===== config.mk =====
export PLATFORM = sky130hd
export DESIGN_NAME = mem_port_arbiter
export DESIGN_NICKNAME = d
export VERILOG_FILES = /design/src/rtl/mem_port_arbiter_pkg.sv /design/src/rtl/mem_port_guard.sv /design/src/rtl/mem_port_arbiter.sv
export SDC_FILE = /design/constraint.sdc
export NUM_CORES = 1
export LEC_CHECK = 0
export ABC_AREA = 0
export CAP_MARGIN = 20
export CORE_MARGIN = 1
export CORE_UTILIZATION = 30
export CTS_BUF_LIST = sky130_fd_sc_hd__clkbuf_4 sky130_fd_sc_hd__clkbuf_8
export CTS_CLUSTER_SIZE = 30
export DETAILED_ROUTE_END_ITERATION = 6
export GPL_TIMING_DRIVEN = 0
export PLACE_DENSITY = 0.76
export SYNTH_ARGS = -nofsm -noshare
export SYNTH_HDL_FRONTEND = slang
export SYNTH_HIERARCHICAL = 1
export SYNTH_SLANG_ARGS = --single-unit

===== constraint.sdc =====
create_clock -name clk -period 4.1 [get_ports clk]
set_input_delay 1.23 -clock clk [delete_from_list [all_inputs] [get_ports clk]]
set_output_delay 1.23 -clock clk [all_outputs]
set_load 0.005 [all_outputs]

===== src/rtl/mem_port_arbiter_pkg.sv =====
// Shared definitions for the two-master memory port arbiter.
//   - arb_state_e : port ownership state (idle / master 0 / master 1)
//   - default memory map: implemented depth and start of the MMIO window
//   - MMIO register addresses inside that window
package mem_port_arbiter_pkg;

    typedef enum logic [1:0] {
        ST_IDLE = 2'd0,
        ST_OWN0 = 2'd1,
        ST_OWN1 = 2'd2
    } arb_state_e;

    localparam int NUM_MASTERS   = 2;
    localparam int MEM_DEPTH_DEF = 128;
    localparam int IO_BASE_DEF   = 121;

    // MMIO registers live at the top of the implemented range
    localparam int MMIO_REG0 = 121;
    localparam int MMIO_REG1 = 122;
    localparam int MMIO_REG2 = 125;
    localparam int MMIO_REG3 = 126;
    localparam int MMIO_REG4 = 127;

endpackage


===== src/rtl/mem_port_guard.sv =====
// Combinational access guard for one master.
//   addr    : requested address
//   write   : 1 = write access
//   blocked : access must not reach memory (out of range, or a protected
//             write into the MMIO window)
module mem_port_guard
    import mem_port_arbiter_pkg::*;
#(
    parameter int ADDR_W     = 16,
    parameter int MEM_DEPTH  = MEM_DEPTH_DEF,
    parameter int IO_BASE    = IO_BASE_DEF,
    parameter bit WRITE_PROT = 1'b0   // 1: writes at/above IO_BASE are refused
) (
    input  logic [ADDR_W-1:0] addr,
    input  logic              write,
    output logic              blocked
);

    logic out_of_range;
    logic io_write;

    assign out_of_range = (addr >= ADDR_W'(MEM_DEPTH));
    assign io_write     = WRITE_PROT & write & (addr >= ADDR_W'(IO_BASE));
    assign blocked      = out_of_range | io_write;

endmodule


===== src/rtl/mem_port_arbiter.sv =====
// Round-robin arbiter sharing one memory port between master 0 (CPU
// datapath) and master 1 (UART loader / debug), with bounded burst lock
// and address protection.
//   clk, rst_n            : clock, async active-low reset
//   mX_req/lock/write/addr/wdata : master X request side
//   mX_gnt                : master X owns the port (decoded from state)
//   mX_rdata/rvalid/err   : registered read data, read pulse, blocked pulse
//   mem_addr/data_in/write: muxed port towards memory
//   mem_data_out          : combinational read data from memory
//   busy                  : port is owned by a master
module mem_port_arbiter
    import mem_port_arbiter_pkg::*;
#(
    parameter int WORD_SIZE = 16,
    parameter int ADDR_W    = 16,
    parameter int MEM_DEPTH = MEM_DEPTH_DEF,
    parameter int IO_BASE   = IO_BASE_DEF,
    parameter int MAX_BURST = 8
) (
    input  logic                 clk,
    input  logic                 rst_n,
    input  logic                 m0_req,
    input  logic                 m0_lock,
    input  logic                 m0_write,
    input  logic [ADDR_W-1:0]    m0_addr,
    input  logic [WORD_SIZE-1:0] m0_wdata,
    output logic                 m0_gnt,
    output logic [WORD_SIZE-1:0] m0_rdata,
    output logic                 m0_rvalid,
    output logic                 m0_err,
    input  logic                 m1_req,
    input  logic                 m1_lock,
    input  logic                 m1_write,
    input  logic [ADDR_W-1:0]    m1_addr,
    input  logic [WORD_SIZE-1:0] m1_wdata,
    output logic                 m1_gnt,
    output logic [WORD_SIZE-1:0] m1_rdata,
    output logic                 m1_rvalid,
    output logic                 m1_err,
    output logic [ADDR_W-1:0]    mem_addr,
    output logic [WORD_SIZE-1:0] mem_data_in,
    output logic                 mem_write,
    input  logic [WORD_SIZE-1:0] mem_data_out,
    output logic                 busy
);

    localparam int BW = (MAX_BURST > 2) ? $clog2(MAX_BURST) : 1;

    arb_state_e state, state_nxt;
    logic       last_owner;
    logic [BW-1:0] burst_cnt;

    logic [NUM_MASTERS-1:0]                 req, lock, wr, gnt, acc, blk;
    logic [NUM_MASTERS-1:0][ADDR_W-1:0]     addr_v;
    logic [NUM_MASTERS-1:0][WORD_SIZE-1:0]  wdata_v, rdata_q;
    logic [NUM_MASTERS-1:0]                 rvalid_q, err_q;

    logic own;        // current owner index, meaningful only when busy
    logic lo_eff;     // last owner including an access happening this cycle
    logic at_limit;
    logic stay_lock;

    assign req     = {m1_req,   m0_req};
    assign lock    = {m1_lock,  m0_lock};
    assign wr      = {m1_write, m0_write};
    assign addr_v  = {m1_addr,  m0_addr};
    assign wdata_v = {m1_wdata, m0_wdata};

    // Only master 1 is refused writes into the MMIO window
    for (genvar g = 0; g < NUM_MASTERS; g++) begin : g_guard
        mem_port_guard #(
            .ADDR_W    (ADDR_W),
            .MEM_DEPTH (MEM_DEPTH),
            .IO_BASE   (IO_BASE),
            .WRITE_PROT(g == 1)
        ) u_guard (
            .addr   (addr_v[g]),
            .write  (wr[g]),
            .blocked(blk[g])
        );
    end

    assign gnt  = {state == ST_OWN1, state == ST_OWN0};
    assign acc  = gnt & req;
    assign own  = (state == ST_OWN1);
    assign busy = (state != ST_IDLE);

    // A handover decided in an access cycle must see that access as the
    // most recent one, otherwise the same master could win twice in a row.
    assign lo_eff   = acc[0] ? 1'b0 : (acc[1] ? 1'b1 : last_owner);
    assign at_limit = (burst_cnt >= BW'(MAX_BURST - 1));

    always_comb begin
        state_nxt = ST_IDLE;
        stay_lock = 1'b0;
        if (busy && req[own] && lock[own] && (!at_limit || !req[!own]))
            stay_lock = 1'b1;
        if (stay_lock)
            state_nxt = state;
        else if (req[0] && req[1])
            state_nxt = lo_eff ? ST_OWN0 : ST_OWN1;
        else if (req[0])
            state_nxt = ST_OWN0;
        else if (req[1])
            state_nxt = ST_OWN1;
    end

    always_comb begin
        mem_addr    = '0;
        mem_data_in = '0;
        mem_write   = 1'b0;
        if (busy) begin
            mem_addr    = addr_v[own];
            mem_data_in = wdata_v[own];
            mem_write   = acc[own] & wr[own] & ~blk[own];
        end
    end

    always_ff @(posedge clk or negedge rst_n) begin
        if (!rst_n) state <= ST_IDLE;
        else        state <= state_nxt;
    end

    always_ff @(posedge clk or negedge rst_n) begin
        if (!rst_n) begin
            last_owner <= 1'b1;
            burst_cnt  <= '0;
            rvalid_q   <= '0;
            err_q      <= '0;
            rdata_q    <= '0;
        end else begin
            last_owner <= lo_eff;
            // Limit reached with the other master idle: keep owning but
            // start a fresh burst window.
            if (stay_lock)
                burst_cnt <= at_limit ? '0 : burst_cnt + BW'(1);
            else if (state_nxt != state)
                burst_cnt <= '0;
            for (int i = 0; i < NUM_MASTERS; i++) begin
                rvalid_q[i] <= acc[i] & ~wr[i];
                err_q[i]    <= acc[i] & blk[i];
                if (acc[i] && !wr[i])
                    rdata_q[i] <= blk[i] ? '0 : mem_data_out;
            end
        end
    end

    assign m0_gnt    = gnt[0];
    assign m1_gnt    = gnt[1];
    assign m0_rdata  = rdata_q[0];
    assign m1_rdata  = rdata_q[1];
    assign m0_rvalid = rvalid_q[0];
    assign m1_rvalid = rvalid_q[1];
    assign m0_err    = err_q[0];
    assign m1_err    = err_q[1];

endmodule


* After elaboration in Yosys (flattened, before gate mapping)
Index checks and enable logic that the tools add are counted.
Widths: inputs -> output; s select.
** Word-level totals
- Output and inout bits :: 72
- Flip-flop bits (word level) :: 42
- Word-level logic and storage cells :: 75
- Bits of input ports :: 88
** Operators by class
- Muxes and demuxes :: 32
- $lt $le $gt $ge :: 6
- Equal/unequal tests :: 3
- Reduce and logical (&&, ||, !) cells :: 14
- Add/sub/neg operators :: 1
- Bitwise operators :: 12
** Operator list (number)
- $mux 16 :: 8
- $ge 16x8->1 const B :: 2
- $ge 16x7->1 const B :: 1
- $mux 1 :: 16
- $mux 2 :: 5
- $mux 3 :: 3
- $and 1x1->1 :: 7
- $logic_and 1x1->1 :: 6
- $logic_not 1->1 :: 5
- $lt 1x2->1 const B :: 2
- $reduce_bool 2->1 :: 2
- $add 3x1->3 const B :: 1
- $ge 3x3->1 const B :: 1
- $not 1->1 :: 3
- $and 2x2->2 :: 1
- $eq 2x1->1 const B :: 1
- $eq 2x2->1 const B :: 1
- $ne 2x2->1 :: 1
- $logic_or 1x1->1 :: 1
- $or 1x1->1 :: 1

* Longest topological paths before layout
Gate-level depths: netlist (run 1).
- Word-level depth :: 12
- Mapped depth :: 7
- Depth with buffers taken out :: 5

* Cells and area by module
The synthesis (run 1) kept the hierarchy.
** By module, submodules not included
- mem_port_arbiter :: cells an instance 259, seq. area each 1052.3 µm², times used 1, area each 2239.6 µm²
- mem_port_guard at g_guard[1].u_guard :: cells an instance 7, seq. area each 0.0 µm², times used 1, area each 42.5 µm²
- mem_port_guard at g_guard[0].u_guard :: cells an instance 4, seq. area each 0.0 µm², times used 1, area each 20.0 µm²

* Least setup slack after synthesis (run 1)
OpenSTA, ideal clock, no wires.
- Kind :: in2out
- Start :: input port m1_addr[6]
- End :: output port mem_write
- Path buffers :: 1
- Setup slack :: 534 ps
- Data required time :: 2870 ps
- Cell stages on the path :: 6
- Data arrival time :: 2336 ps
- Cell sequence :: nand4_1 -> or4b_1 -> nand4_1 -> clkbuf_1 -> nand4b_1 -> o41ai_1
** Between the ends
- Longest elaborated chain between the ends :: 8
- Elaborated cells between the ends (all ways) :: 9
- Those cells by class :: order compare: 2; mux: 3; bitwise: 4
** RTL lines
- from (decl) :: RTL line mem_port_arbiter.sv:34 : input logic [ADDR_W-1:0] m1_addr,
- $ge 16x7->1 :: RTL line mem_port_guard.sv:23 : assign io_write = WRITE_PROT & write & (addr >= ADDR_W'(IO_BASE));
- $and 1x1->1 :: RTL line mem_port_guard.sv:23
- $or 1x1->1 * :: RTL line mem_port_guard.sv:24 : assign blocked = out_of_range | io_write;
- named net blk[1] :: RTL line mem_port_arbiter.sv:53 : logic [NUM_MASTERS-1:0] req, lock, wr, gnt, acc, blk;
- $mux 1 (implied by the code) * (2 in series) :: RTL line mem_port_arbiter.sv:115 : mem_write = acc[own] & wr[own] & ~blk[own];
- $not 1->1 * :: RTL line mem_port_arbiter.sv:115
- $and 1x1->1 * :: RTL line mem_port_arbiter.sv:115
- $mux 1 * :: RTL line mem_port_arbiter.sv:112 : if (busy) begin
- to (decl) :: RTL line mem_port_arbiter.sv:42 : output logic mem_write,
Mark *: on every way through the listed nets, which the timed path passes. The rest lies on a longest branch. The select of a mux whose other input is x is not followed.

* Final worst setup path (run 1)
- Start :: input port m1_addr[1]
- End :: output port mem_write
Same word-level chain as after synthesis.

==> results by group, run 1 <==
Synth
  – Top post-synthesis cells by area: dfrtp_1 45%, o21ai_0 11%, nand2_1 9.9%
  – Yosys reg bits: 42
  – Total number of yosys warnings: 6
  – Syn_nets: 360
  – Seq/Total Area, Yosys: 45.7%
  – Most frequent cell after synthesis: nand2_1
  – Synth Cell Area: 2300 sq um
  – Asr flop ratio synth: 100%
  – Top cells by count, synth: 61 x nand2_1, 51 x o21ai_0, 41 x dfrtp_1, 33 x nand2b_1, 18 x a22o_1
  – Yosys top cell area share: 44.6%
  – Cell variety after synth: 33
  – Synth Instances: 270
  – Post-synth EDFFs: 0
  – Cell taking the most area after synthesis: dfrtp_1
  – Synth Flop Type: dfrtp_1
  – Avg Cell Area, Syn: 8.53 sq um

STA
  – Hold slack: 483 ps
  – Fmax: 252 MHz
  – Hold Fails Final Rpt: 0
  – Slew @ Worst Pin: 456 ps
  – Slew Limit Fails: 0
  – RSZ-0062 raised after global routing: false
  – Tcrit/Tclk final: 96.8%
  – Final setup TNS: 0 ps
  – Final min period: 3970 ps
  – Relative slew margins: 69.5%
  – Final Skew: 9.46 ps
  – Final setup fails: 0

Critical path
  – CP Capture Type: primary output
  – Worst-path fanout max: 2
  – Worst path cell trace: dlygate4sd2_1 > nor3_1 > or4b_1 > nand4_1 > clkbuf_8 > nand4b_1 > o41ai_2 > buf_2
  – Max incr delay on CP: 500 ps
  – Buf/Inv on CP: 3
  – CP Class: input port to primary output
  – Worst EP arrival: 2740 ps
  – CP delay by family, top: simple AND/OR/NAND/NOR gates
  – CP Launch Type: input port
  – Slowest stage cell, crit path: or4b_1
  – CP required: 2870 ps

Drt
  – WL/cell: 14.6 um
  – 1st-pass router iterations: 4
  – Avg Vias per Cell: 4.76
  – Post-route ant nets: 0
  – Routed via count: 2583
  – Routed wire length: 7910 um
  – Initial drt markers: 64
  – DRC violations left: 0

Placement
  – RD Place Congestion: 0.767
  – Port buffer count: 158
  – Dpl cell area: 4020 sq um
  – DP HPWL: 6360 um

Finish
  – Synthesis-to-layout area growth: 82.5%
  – Final core utilization: 57.3%
  – # nets final: 533
  – Register Area: 1050 sq um
  – Filler instances: 650
  – # diodes: 0
  – Share of layout cells above drive strength 1: 7.43%
  – Design Area, Final: 4200 sq um
  – Multi-input gate area: 1140 sq um

GRT
  – First-pass GRT wire length: 12100 um
  – Vias in the first global route: 2584
  – All-Layer GR Usage: 19.6%
  – Overflow left after global routing: 0
  – Pin count of the biggest net entering global routing: 42
  – Initial antenna violation count: 0

Floorplanning
  – Die X: 89.6 um
  – DIE HEIGHT: 89.6 um
  – Starting Density: 31.4%
  – I/O pins: 160
  – Core Footprint: 7330 sq um
  – Die area: 8030 sq um
  – Row cnt: 31

Power and ir drop
  – Pint: 869 uW
  – Logic pwr share: 43.2%
  – Worst IR Drop VDD: 0.199 mV
  – Clock power share: 21.6%
  – Pleak: 1.77 nW
  – Pwr per Cell Area: 301 nW/um^2
  – Reg power frac: 35.2%
  – Psw: 394 uW
  – Sw Share: 31.2%

Clocking
  – Clock sinks: 42
  – Cts-stage hold buffer count: 0
  – Root Buffer: clkbuf_8
  – Worst-skew pair later-pin latency: 290 ps
  – CTS Buf Count: 5
  – Reg clk slew, reported paths: 80 ps
  – H-tree Lvls: 2
  – TritonCTS clock tree: yes
  – Max Root-Sink Buffers: 2

Job
  – Max-Cap Viols: 0

Run status
  – Status: finished, final reports clean

Worst hold path
  – Hold WC Path Type: flip-flop to flip-flop
worst paths after layout:
kind                              startpoint      endpoint  slack, ps  cells after the start
worst min-delay path            m0_rdata[13]  m0_rdata[13]        480                      2
worst max-delay path              m1_addr[1]     mem_write        130                      8
worst max register to register  burst_cnt[0]      state[0]       2440                      5
max in group asynchronous              rst_n    last_owner       2910                      2
min in group asynchronous              rst_n   rvalid_q[1]        720                      1
worst min register to register  m0_rdata[13]  m0_rdata[13]        480                      2
cell type report:
type | count | area share (%)
tap | 99 | 2.95
timing repair buffer | 166 | 39.2
inverter | 7 | 0.625
buffer | 20 | 2.80
clock inverter | 3 | 0.596
sequential | 42 | 25.0
multi-input combinational | 201 | 27.2
clock buffer | 5 | 1.64
power by group through the flow:
stage          sequential, mW  clock, mW  combinational (mW)
2_1_floorplan           0.452          0               0.214
3_3_place_gp            0.453          0               0.541
3_5_place_dp            0.454          0               0.551
4_1_cts                 0.445      0.278               0.552
5_1_grt                 0.447      0.296               0.592
6_report                0.445      0.273               0.546
through the flow:
| stage | total power [mW] | std cells | setup slack [ps] |
|---|---|---|---|
| floorplan | 0.666 | 270 | 534 |
| global placement | 0.994 | 527 | -849 |
| detailed placement | 1.00 | 528 | -862 |
| CTS | 1.27 | 539 | 2.11 |
| global route | 1.33 | 543 | 10.7 |
| finish | 1.26 | 543 | 133 |
flip-flops by register name, indices dropped and copies added (netlist names):
signal and count:
state 2, burst_cnt 3, last_owner 1, m1_rdata 16, rvalid_q 2, m0_rdata 16, err_q 2
placed cells by master (no fill, tap or decap), types with 4 or more instances in the layout:
| cell | n |
|---|---|
| nand3_1 | 4 |
| a22o_1 | 18 |
| dlymetal6s2s_1 | 5 |
| clkbuf_1 | 13 |
| buf_4 | 8 |
| dfrtp_1 | 41 |
| o21ai_0 | 51 |
| clkdlybuf4s50_1 | 143 |
| nand2b_1 | 33 |
| dlygate4sd2_1 | 8 |
| clkbuf_8 | 6 |
| inv_1 | 7 |
| nand2_1 | 61 |
| buf_2 | 4 |
cells by family after synthesis:
logic type,after synthesis,share of synthesized area [%]
muxes,4,1.79
xor gates and xnor gates,1,0.381
buffers and inverters,27,5.33
adders and majority gates,2,1.09
and+or+nand+nor,117,25.1
DFF,42,45.7
AOI/OAI and AO/OA,77,20.6
routing by layer:
layer  wire, um  global-route usage [%]  share of wire (%)
met4        146                    6.49                1.8
met3        587                    4.57                7.4
met1       3220                    22.3                 41
met2       3960                    36.2                 50
met5          0                       0                  0
worst register-to-register path: stages (launching register included):
cell     delay (ps)
dfrtp_1         420
ha_1            210
ha_1            190
a31oi_1         230
o21ai_2         170
mux2_1          350
timing repair:
item / 4_1_cts / 5_1_grt
buffers inserted: 3 / 4
gates resized for setup: 20 / 6
pin swaps: 3 / 6
setup endpoints to repair: 1 / 1
No activity file was read; power rests on OpenSTA's default activity.
==> run 2, diff against run 1 <==
Settings changed: CTS_BUF_LIST sky130_fd_sc_hd__clkbuf_4 sky130_fd_sc_hd__clkbuf_8 to sky130_fd_sc_hd__clkbuf_16.
==> results by group, run 2 (same netlist as run 1, synthesis figures left out) <==
STA
  – RSZ-0062 raised after global routing: false
  – Hold Fails Final Rpt: 0
  – Slew @ Worst Pin: 477 ps
  – Relative slew margins: 68.2%
  – Hold slack: 477 ps
  – Final setup fails: 0
  – Tcrit/Tclk final: 96.6%
  – Slew Limit Fails: 0
  – Final min period: 3960 ps
  – Setup ws final: 141 ps
  – Fmax: 253 MHz
  – Final Skew: 5.59 ps

Run status
  – Status: finished, final reports clean

Drt
  – Routed wire length: 8000 um
  – Initial drt markers: 71
  – 1st-pass router iterations: 5
  – Avg Vias per Cell: 4.78
  – Routed via count: 2598
  – WL/cell: 14.7 um
  – DRC violations left: 0
  – Post-route ant nets: 0

Critical path
  – CP Class: input port to primary output
  – Slowest stage cell, crit path: or4b_1
  – Max incr delay on CP: 500 ps
  – CP Launch Type: input port
  – Critical path startpoint: m1_addr[1]
  – Buf/Inv on CP: 3
  – CP required: 2870 ps
  – RR Startpoint: burst_cnt[0]
  – Worst EP arrival: 2730 ps
  – CP Capture Type: primary output
  – Worst path cell trace: dlygate4sd2_1 > nor3_1 > or4b_1 > nand4_1 > clkbuf_8 > nand4b_1 > o41ai_2 > buf_2
  – Worst-path fanout max: 2
  – CP delay by family, top: simple AND/OR/NAND/NOR gates

Clocking
  – Cts-stage hold buffer count: 0
  – Max Root-Sink Buffers: 2
  – H-tree Lvls: 2
  – CTS Buf Count: 5
  – Worst-skew pair later-pin latency: 280 ps
  – Root Buffer: clkbuf_16
  – TritonCTS clock tree: yes
  – Clock sinks: 42
  – Reg clk slew, reported paths: 60 ps

Power and ir drop
  – Logic pwr share: 39.4%
  – Pleak: 1.79 nW
  – Pwr per Cell Area: 325 nW/um^2
  – Clock power share: 28.4%
  – Pint: 976 uW
  – Worst IR Drop VDD: 0.159 mV
  – Psw: 408 uW
  – Reg power frac: 32.2%
  – Sw Share: 29.5%

Floorplanning
  – Die X: 89.6 um
  – DIE HEIGHT: 89.6 um
  – Die area: 8030 sq um
  – Row cnt: 31
  – I/O pins: 160
  – Starting Density: 31.4%
  – Core Footprint: 7330 sq um

Finish
  – # diodes: 0
  – Share of layout cells above drive strength 1: 7.43%
  – Most common cell after layout, fill and taps aside: clkdlybuf4s50_1
  – Filler instances: 642
  – # nets final: 533
  – Most frequent cells in the layout: 143 x clkdlybuf4s50_1, 61 x nand2_1, 51 x o21ai_0, 41 x dfrtp_1, 33 x nand2b_1
  – Final core utilization: 58.1%
  – Synthesis-to-layout area growth: 84.9%
  – Final non-filler cell total: 543

GRT
  – Initial antenna violation count: 0
  – First-pass GRT wire length: 12300 um
  – Vias in the first global route: 2640
  – Pin count of the biggest net entering global routing: 42
  – Overflow left after global routing: 0
  – All-Layer GR Usage: 20.1%

Placement
  – Pre-CTS setup slack: -862 ps
  – DP HPWL: 6360 um
  – Port buffer count: 158
  – RD Place Congestion: 0.767
  – DP Cell Count: 528

Worst hold path
  – Hold WC Path Type: flip-flop to flip-flop
  – Hold wc startpoint: m0_rdata[13]

Job
  – Max-Cap Viols: 0
==> run 2: worst reg2reg max path, stage by stage, from the launching register on <==
cell and delay [ps]:
dfrtp_1 410, ha_1 210, ha_1 190, a31oi_1 230, o21ai_2 160, mux2_1 350
==> run 2: worst paths after layout <==
kind                            slack (ps)  cells after the start            to
min in group asynchronous              740                      1   rvalid_q[1]
worst min-delay path                   480                      2  m0_rdata[13]
max in group asynchronous             2900                      2    last_owner
worst max register to register        2450                      5      state[0]
worst max-delay path                   140                      8     mem_write
worst min register to register         480                      2  m0_rdata[13]
==> run 2: power groups by stage <==
stage	registers, mW	logic (mW)	clock network, mW
after floorplan	0.452	0.214	0
after global placement	0.453	0.541	0
after detailed placement	0.454	0.551	0
after CTS	0.446	0.552	0.400
after global routing	0.447	0.592	0.415
final	0.445	0.545	0.393
==> run 2: cell type report <==
cell class                 count  area, sq um  area share, %
clock inverter                 3         25.0          0.588
multi-input combinational    201         1140           26.8
timing repair buffer         166         1650           38.7
inverter                       7         26.3          0.617
clock buffer                   5          125           2.94
buffer                        20          118           2.76
tap                           99          124           2.91
sequential                    42         1050           24.7
==> run 2: repair_timing <==
item | in CTS | in global routing
setup endpoints to repair | 1 | 1
setup buffers | 3 | 4
endpoints found under the hold margin | 0 | 0
pin swaps | 3 | 6
resized for setup | 20 | 6
==> run 2: metal layers <==
| metal | routed length, um | vias to the layer above | GRT usage (%) |
|---|---|---|---|
| met4 | 184 | 0 | 8.23 |
| li1 | - | 1269 | - |
| met2 | 4040 | 124 | 37.1 |
| met3 | 647 | 12 | 4.48 |
| met1 | 3130 | 1193 | 22.3 |
| met5 | 0 | - | 0 |
==> run 2: per-stage QoR <==
step	TNS [ps]	total power, mW	cell area [sq um]
5_1_grt	0	1.45	4260
2_1_floorplan	0	0.666	2300
3_5_place_dp	-862	1.00	4020
4_1_cts	0	1.40	4210
3_3_place_gp	-849	0.994	4010
6_report	0	1.38	4260
